$ cat config.mk
export PLATFORM = sky130hd
export DESIGN_NAME = cdc_tx_scheduler
export DESIGN_NICKNAME = d
export VERILOG_FILES = /design/src/rtl/cdc_tx_scheduler.sv
export SDC_FILE = /design/constraint.sdc
export NUM_CORES = 1
export LEC_CHECK = 0
export ABC_AREA = 1
export BUFFER_PORTS_ARGS = -buffer_cell sky130_fd_sc_hd__buf_2
export CAP_MARGIN = 40
export CORE_ASPECT_RATIO = 1.1
export CORE_MARGIN = 2
export CORE_UTILIZATION = 35
export CTS_BUF_LIST = sky130_fd_sc_hd__clkbuf_8
export DETAILED_ROUTE_END_ITERATION = 7
export HOLD_SLACK_MARGIN = 0.06
export PLACE_DENSITY_LB_ADDON = 0.05
export SKIP_LAST_GASP = 1
export SLEW_MARGIN = 20
export SYNTH_ARGS = -nofsm -noshare
export SYNTH_HDL_FRONTEND = slang
export SYNTH_SLANG_ARGS = --single-unit
$ cat constraint.sdc
create_clock -name CLK -period 3 [get_ports CLK]
set_clock_uncertainty 0.05 [all_clocks]
set_input_delay 0.75 -clock CLK [delete_from_list [all_inputs] [get_ports CLK]]
set_output_delay 0.75 -clock CLK [all_outputs]
set_load 0.02 [all_outputs]
$ cat src/rtl/cdc_tx_scheduler.sv
// Round-robin scheduler that serialises NUM_REQ requesters onto one word bus feeding a
// destination-domain data synchronizer. Each word is qualified by tx_enable_o for
// HOLD_CYCLES cycles, followed by GAP_CYCLES low cycles so the far side sees a clean edge.
// HOLD_CYCLES and GAP_CYCLES must each cover (synchronizer stages + 1) destination clocks.
module cdc_tx_scheduler #(
    parameter int unsigned BUS_WIDTH   = 8,
    parameter int unsigned NUM_REQ     = 4,
    parameter int unsigned HOLD_CYCLES = 4,
    parameter int unsigned GAP_CYCLES  = 4
) (
    input  logic                           CLK,
    input  logic                           RST,
    input  logic [NUM_REQ-1:0]             req_i,
    input  logic [NUM_REQ*BUS_WIDTH-1:0]   req_data_i,
    output logic [NUM_REQ-1:0]             ack_o,
    output logic [BUS_WIDTH-1:0]           tx_bus_o,
    output logic                           tx_enable_o,
    output logic [$clog2(NUM_REQ)-1:0]     grant_id_o,
    output logic                           busy_o
);

    localparam int unsigned IdW    = $clog2(NUM_REQ);
    localparam int unsigned MaxCyc = (HOLD_CYCLES > GAP_CYCLES) ? HOLD_CYCLES : GAP_CYCLES;
    localparam int unsigned CntW   = $clog2(MaxCyc + 1);

    typedef enum logic [1:0] {
        StIdle,
        StHold,
        StGap
    } state_e;

    state_e                 state_q;
    logic [CntW-1:0]        cnt_q;
    logic [IdW-1:0]         rr_ptr_q;
    logic [NUM_REQ-1:0]     ack_q;
    logic [BUS_WIDTH-1:0]   tx_bus_q;
    logic                   tx_enable_q;
    logic [IdW-1:0]         grant_id_q;
    logic                   busy_q;

    logic [BUS_WIDTH-1:0]   data_arr [NUM_REQ];
    logic                   sel_found;
    logic [IdW-1:0]         sel_idx;
    logic [IdW-1:0]         cand;
    logic [IdW:0]           sum;
    logic [IdW-1:0]         rr_ptr_nxt;

    // Split the flat data bus into one word per requester.
    for (genvar i = 0; i < NUM_REQ; i++) begin : g_unpack
        assign data_arr[i] = req_data_i[i*BUS_WIDTH +: BUS_WIDTH];
    end

    // First asserted request at or above rr_ptr_q, wrapping past NUM_REQ-1.
    always_comb begin
        sel_found = 1'b0;
        sel_idx   = '0;
        cand      = '0;
        sum       = '0;
        for (int k = 0; k < NUM_REQ; k++) begin
            sum = {1'b0, rr_ptr_q} + (IdW + 1)'(k);
            if (sum >= (IdW + 1)'(NUM_REQ)) begin
                sum = sum - (IdW + 1)'(NUM_REQ);
            end
            cand = sum[IdW-1:0];
            if (!sel_found && req_i[cand]) begin
                sel_found = 1'b1;
                sel_idx   = cand;
            end
        end
    end

    // Pointer moves just past the winner so it becomes lowest priority next round.
    always_comb begin
        rr_ptr_nxt = (sel_idx == IdW'(NUM_REQ - 1)) ? '0 : sel_idx + IdW'(1);
    end

    // Scheduler FSM; every output comes straight from a register.
    always_ff @(posedge CLK or negedge RST) begin
        if (!RST) begin
            state_q     <= StIdle;
            cnt_q       <= '0;
            rr_ptr_q    <= '0;
            ack_q       <= '0;
            tx_bus_q    <= '0;
            tx_enable_q <= 1'b0;
            grant_id_q  <= '0;
            busy_q      <= 1'b0;
        end else begin
            ack_q <= '0;
            case (state_q)
                StIdle: begin
                    if (sel_found) begin
                        tx_bus_q       <= data_arr[sel_idx];
                        tx_enable_q    <= 1'b1;
                        ack_q[sel_idx] <= 1'b1;
                        grant_id_q     <= sel_idx;
                        rr_ptr_q       <= rr_ptr_nxt;
                        cnt_q          <= CntW'(HOLD_CYCLES - 1);
                        busy_q         <= 1'b1;
                        state_q        <= StHold;
                    end
                end
                StHold: begin
                    if (cnt_q == '0) begin
                        tx_enable_q <= 1'b0;
                        cnt_q       <= CntW'(GAP_CYCLES - 1);
                        state_q     <= StGap;
                    end else begin
                        cnt_q <= cnt_q - CntW'(1);
                    end
                end
                StGap: begin
                    if (cnt_q == '0) begin
                        busy_q  <= 1'b0;
                        state_q <= StIdle;
                    end else begin
                        cnt_q <= cnt_q - CntW'(1);
                    end
                end
                default: begin
                    state_q <= StIdle;
                end
            endcase
        end
    end

    assign ack_o       = ack_q;
    assign tx_bus_o    = tx_bus_q;
    assign tx_enable_o = tx_enable_q;
    assign grant_id_o  = grant_id_q;
    assign busy_o      = busy_q;

endmodule

# After elaboration in Yosys (flattened, before gate mapping)
# Index checks and enable logic that the tools add are counted.
# word_totals
register_bits	23
word_cells	93
# op_classes
addsub	9
n_lt_le_gt_ge	11
n_eq_ne	7
mux	40
n_bitwise	1
reduce_logical	17
# ops
cell	n
two-way mux 2 bit	12
binary-select mux 8 bit (select 2 bit)	1
two-way mux 8 bit	2
less-than comparator 2 x 3 -> 1 bit (second input constant)	5
>= comparator 3 bit (second input constant)	4
AND reduction 3 bit	4
two-way mux 1 bit	11
two-way mux 3 bit	3
case mux 3 bit (3 select lines)	1
binary-select mux 1 bit (select 2 bit)	4
two-way mux 4 bit	2
!= test 2 bit (second input constant)	4
subtractor 2 x 1 -> 2 bit (second input constant)	4
adder 2 x 2 -> 3 bit (second input constant)	2
case mux 2 bit (3 select lines)	1
equality test 2 bit (second input constant)	2
logical AND 1 bit	4
case mux 1 bit (2 select lines)	2
nonzero test 2 bit	2
adder 2 x 1 -> 3 bit (second input constant)	1
>= comparator 2 x 3 -> 1 bit (second input constant)	1
logical NOT 1 bit	3
logical NOT 3 bit	1
NOT 2 -> 3 bit	1
other kinds (8)	8

# Longest topological paths before layout
# depth
word_depth	20
ltp_mapped	15

# Worst setup path before layout
# No wires, ideal clock.
# synth_path
kind	input-to-reg
start	input req_i[3]
end	register rr_ptr_q[1]
setup_ps	127
arrival_ps	1948
t_required_ps	2823
setup_slack_ps	875
cell_stages	12
n_path_buf	0
cell_sequence	inv_1 > nand2_2 > nand3_1 > nand2_2 > nor2_4 > nand3_2 > nand2_4 > nand2_4 > inv_1 > ha_1 > nand2_1 > o21ai_0
# synth_between
elab_chain_cells	14
# synth_rtl
element	line_no	text
from (decl)	13	input logic [NUM_REQ-1:0] req_i,
binary-select mux 1 bit (select 2 bit)	65	if (!sel_found && req_i[cand]) begin
two-way mux 1 bit (not written as such)	65	
two-way mux 1 bit	65	
logical NOT 1 bit	65	
logical AND 1 bit	65	
two-way mux 1 bit	65	
logical NOT 1 bit	65	
logical AND 1 bit	65	
two-way mux 1 bit	65	
logical NOT 1 bit	65	
logical AND 1 bit	65	
two-way mux 2 bit *	65	
adder 2 x 1 -> 2 bit / equality test 2 bit (equally long branches)	74	rr_ptr_nxt = (sel_idx == IdW'(NUM_REQ - 1)) ? '0 : sel_idx + IdW'(1);
two-way mux 2 bit *	74	
net rr_ptr_nxt[1]	46	logic [IdW-1:0] rr_ptr_nxt;
to (signal assigned)	97	rr_ptr_q <= rr_ptr_nxt;
to (decl)	34	logic [IdW-1:0] rr_ptr_q;
# Mark *: on every way through the listed nets, which the timed path passes. The rest lies on a longest branch. The select of a mux whose other input is x is not followed.
# A chain may end at the register's enable or synchronous reset.

# Worst setup path in the final report
# layout_path
start	register rr_ptr_q[0]
end	register rr_ptr_q[1]
# layout_between
elab_chain_cells	16
# layout_rtl
element	line_no
parallel branches: the longest is 13 deep, another holds adder 2 x 1 -> 3 bit	--
two-way mux 2 bit *	65
adder 2 x 1 -> 2 bit / equality test 2 bit (equally long branches)	74
two-way mux 2 bit *	74
net rr_ptr_nxt[1]	46
# Mark *: on every way through the listed nets, which the timed path passes. The select of a mux whose other input is x is not followed.

==> flow_summary.json <==
{
  "status": "finished clean",
  "seqPwrFrac_pct": 23.2,
  "synthTopCellsByCount": "85 x nand2_1, 47 x inv_1, 29 x nand3_1, 23 x dfrtp_1, 15 x nor2_1",
  "cp_slowest_cell": "dfrtp_1",
  "worstMarginPinSlew_ns": 0.525,
  "worstSetupEndpointType": "flop",
  "wirelength_mm": 3.73,
  "synth-edff-count": 0,
  "min_period_ns": 2.45,
  "cpPeakStageDelay_ns": 0.59,
  "via_per_inst": 4.49,
  "hold_violations": 0,
  "ir_drop_uv": 588,
  "pre_cts_ws_ns": 0.398,
  "worstPathRequired_ns": 3.09,
  "power_switching_mw": 1.35,
  "maxCapViolations": 0,
  "cp-start-kind": "flop",
  "syn2layout_area_growth_pct": 20.3,
  "die_x_um": 70.1,
  "yosysUniqueCellTypes": 21,
  "die-area_um2": 5380,
  "final_max_slew_viol_count": 0,
  "fin_setup_tns_ns": 0,
  "cts_resized": 0,
  "die_h_um": 76.7,
  "combPwrFrac_pct": 69.3,
  "drive_gt1_share_pct": 24.2,
  "synth-seq-cells": 23,
  "ff_latch_area_um2": 576,
  "synth_ff_type": "dfrtp_1",
  "p_clk_share_pct": 7.5,
  "drc": 0,
  "p_per_area_nw_per_um2": 1220,
  "max_slew_margin_pct": 65.0,
  "cts_buffers": 3,
  "path_cells": "inv_2 -> nand2_1 -> nand3_1 -> nand2_2 -> nor2_1 -> nor2_1 -> nand2_4 -> nand2_4 -> inv_1 -> ha_1 -> nand2_1 -> o21ai_0",
  "hpwl_mm": 2.91,
  "antenna_found_initial": 0,
  "route.antenna.remaining_nets": 0,
  "dp.cells": 358,
  "period_share_pct": 81.8,
  "dr.pass1.iters": 4,
  "yosysSeqAreaShare_pct": 34.2,
  "post_cts_buffers": 0,
  "postSynthAreaPerCell_um2": 6.65,
  "cts_tree": "built",
  "grt_pass1_vias": 1551,
  "start_util_pct": 36.1,
  "syn-instance-count": 253,
  "synth_most_common_cell": "nand2_1",
  "syn_nets": 298,
  "io_buffers": 53,
  "multi_input_area_um2": 880,
  "clk_latency_ns": 0.26,
  "core-area_um2": 4650,
  "cp.arrival_ns": 2.55,
  "num_vias": 1627,
  "htree_levels": 1,
  "synth_top_area_share_pct": 34.2,
  "cts.clk_slew.worst_paths_ns": 0.08,
  "grt_pass1_wl_mm": 6.74,
  "yosysWarnings": 0,
  "stdcell_count": 362,
  "yosysTopAreaCell": "dfrtp_1",
  "place_congestion": 0.773,
  "grt-ovfl-total": 0,
  "grt_max_degree": 24,
  "rows": 26,
  "clock_sinks": 23,
  "synthArstFlopShare_pct": 100,
  "path_max_fanout": 22,
  "nFillCells": 520,
  "synth_area_leaders": "dfrtp_1 34%, nand2_1 19%, inv_1 10%, nand3_1 8.6%, ha_1 5.2%",
  "num_antenna_cells": 0,
  "criticalPathCategory": "reg2reg",
  "setup_viol": 0,
  "io-pin-count": 54,
  "wl_per_cell_um": 10.3,
  "track_usage_pct": 15.2,
  "cts-hold-fix-buffers": 0,
  "nets": 352,
  "rsz0062_at_grt": "false",
  "max_freq_mhz": 407,
  "clock_path_buffers": 2,
  "fin_ws_ns": 0.546,
  "root_buffer": "clkbuf_8",
  "drtIter0Drc": 79,
  "swShare_pct": 54.6,
  "syn-cell-area_um2": 1680,
  "hp-class": "in2async",
  "p_leak_nw": 1.25,
  "p_int_mw": 1.12
}
-- worst max-delay path: cells and delay by family (launching register included) --
kind / cells / cell delay [ns]
buffers and inverters: 2 / 0.34
adder cells (fa/ha/maj): 1 / 0.32
AND/OR/NAND/NOR: 8 / 0.96
AO/OA/AOI/OAI: 1 / 0.07
flip-flops: 1 / 0.59
-- flip-flops by register name, indices dropped and copies added, names as in the netlist --
register     cells
rr_ptr_q         2
busy_o           1
state_q          2
grant_id_o       2
tx_bus_o         8
tx_enable_o      1
ack_o            4
cnt_q            3
-- final timing paths --
check	from	to	slack, ns	cells after the start
min in group CLK	grant_id_o[1]$_DFFE_PN0P_	grant_id_o[1]$_DFFE_PN0P_	0.44	2
max in group asynchronous	RST	tx_bus_o[5]$_DFFE_PN0P_	2.14	1
setup / recovery	rr_ptr_q[0]$_DFFE_PN0P_	rr_ptr_q[1]$_DFFE_PN0P_	0.55	12
hold / removal	RST	cnt_q[2]$_DFFE_PN0P_	0.41	1
setup reg to reg	rr_ptr_q[0]$_DFFE_PN0P_	rr_ptr_q[1]$_DFFE_PN0P_	0.55	12
hold reg to reg	grant_id_o[1]$_DFFE_PN0P_	grant_id_o[1]$_DFFE_PN0P_	0.44	2
-- area by class of cell --
class,count,area share [%]
Multi-Input combinational cell,176,43.5
Sequential cell,23,28.4
Timing Repair Buffer,53,13.1
Inverter,50,9.28
Tap cell,56,3.46
Clock buffer,3,2.04
Clock inverter,1,0.186
-- cells in the final DEF (no fill, tap or decap) --
master     n
clkbuf_8   3
inv_1     48
nand2_4    2
a21o_1     1
inv_2      3
nand3_1   29
nand2_2    8
nand2_1   85
nor2_1    15
a21oi_1    2
o21ai_1    1
buf_2     53
nand3_2    3
nor2_4     1
o21ai_0   12
nor2_2     1
dfrtp_1   23
xor2_1     1
nand3b_1   2
o211ai_1   6
ha_1       7
-- power by group through the flow --
stage / clock network [mW] / logic [mW] / registers, mW
3_3_place_gp: 0 / 1.74 / 0.583
5_1_grt: 0.206 / 2.00 / 0.596
2_1_floorplan: 0 / 1.31 / 0.669
3_5_place_dp: 0 / 1.74 / 0.579
4_1_cts: 0.195 / 1.75 / 0.576
6_report: 0.185 / 1.71 / 0.572
-- cell families (layout without fill, tap and decap cells) --
| logic type | after synthesis | after routing | share of synthesized area [%] |
|---|---|---|---|
| compound gates | 22 | 22 | 7.59 |
| fa+ha+maj | 7 | 7 | 5.21 |
| simple gates | 146 | 146 | 39.0 |
| buf+inv | 54 | 107 | 13.5 |
| flops | 23 | 23 | 34.2 |
| xor+xnor | 1 | 1 | 0.521 |
-- layer usage --
metal	global-route usage (%)	part of all wire, %
met1	20.1	48
met2	26.1	47
met3	1.71	3.4
met4	4.62	0.97
met5	0	0
-- through the flow --
stage	util (%)	hold WS (ns)	power (mW)	area [um^2]
after floorplan	-	0.404	1.98	1680
after global placement	42.5	0.429	2.32	1980
after detailed placement	42.5	0.415	2.32	1980
after CTS	43.5	0.420	2.52	2020
after global routing	43.5	0.442	2.81	2020
final	43.5	0.409	2.47	2020
(Power assumes the default switching activity.)
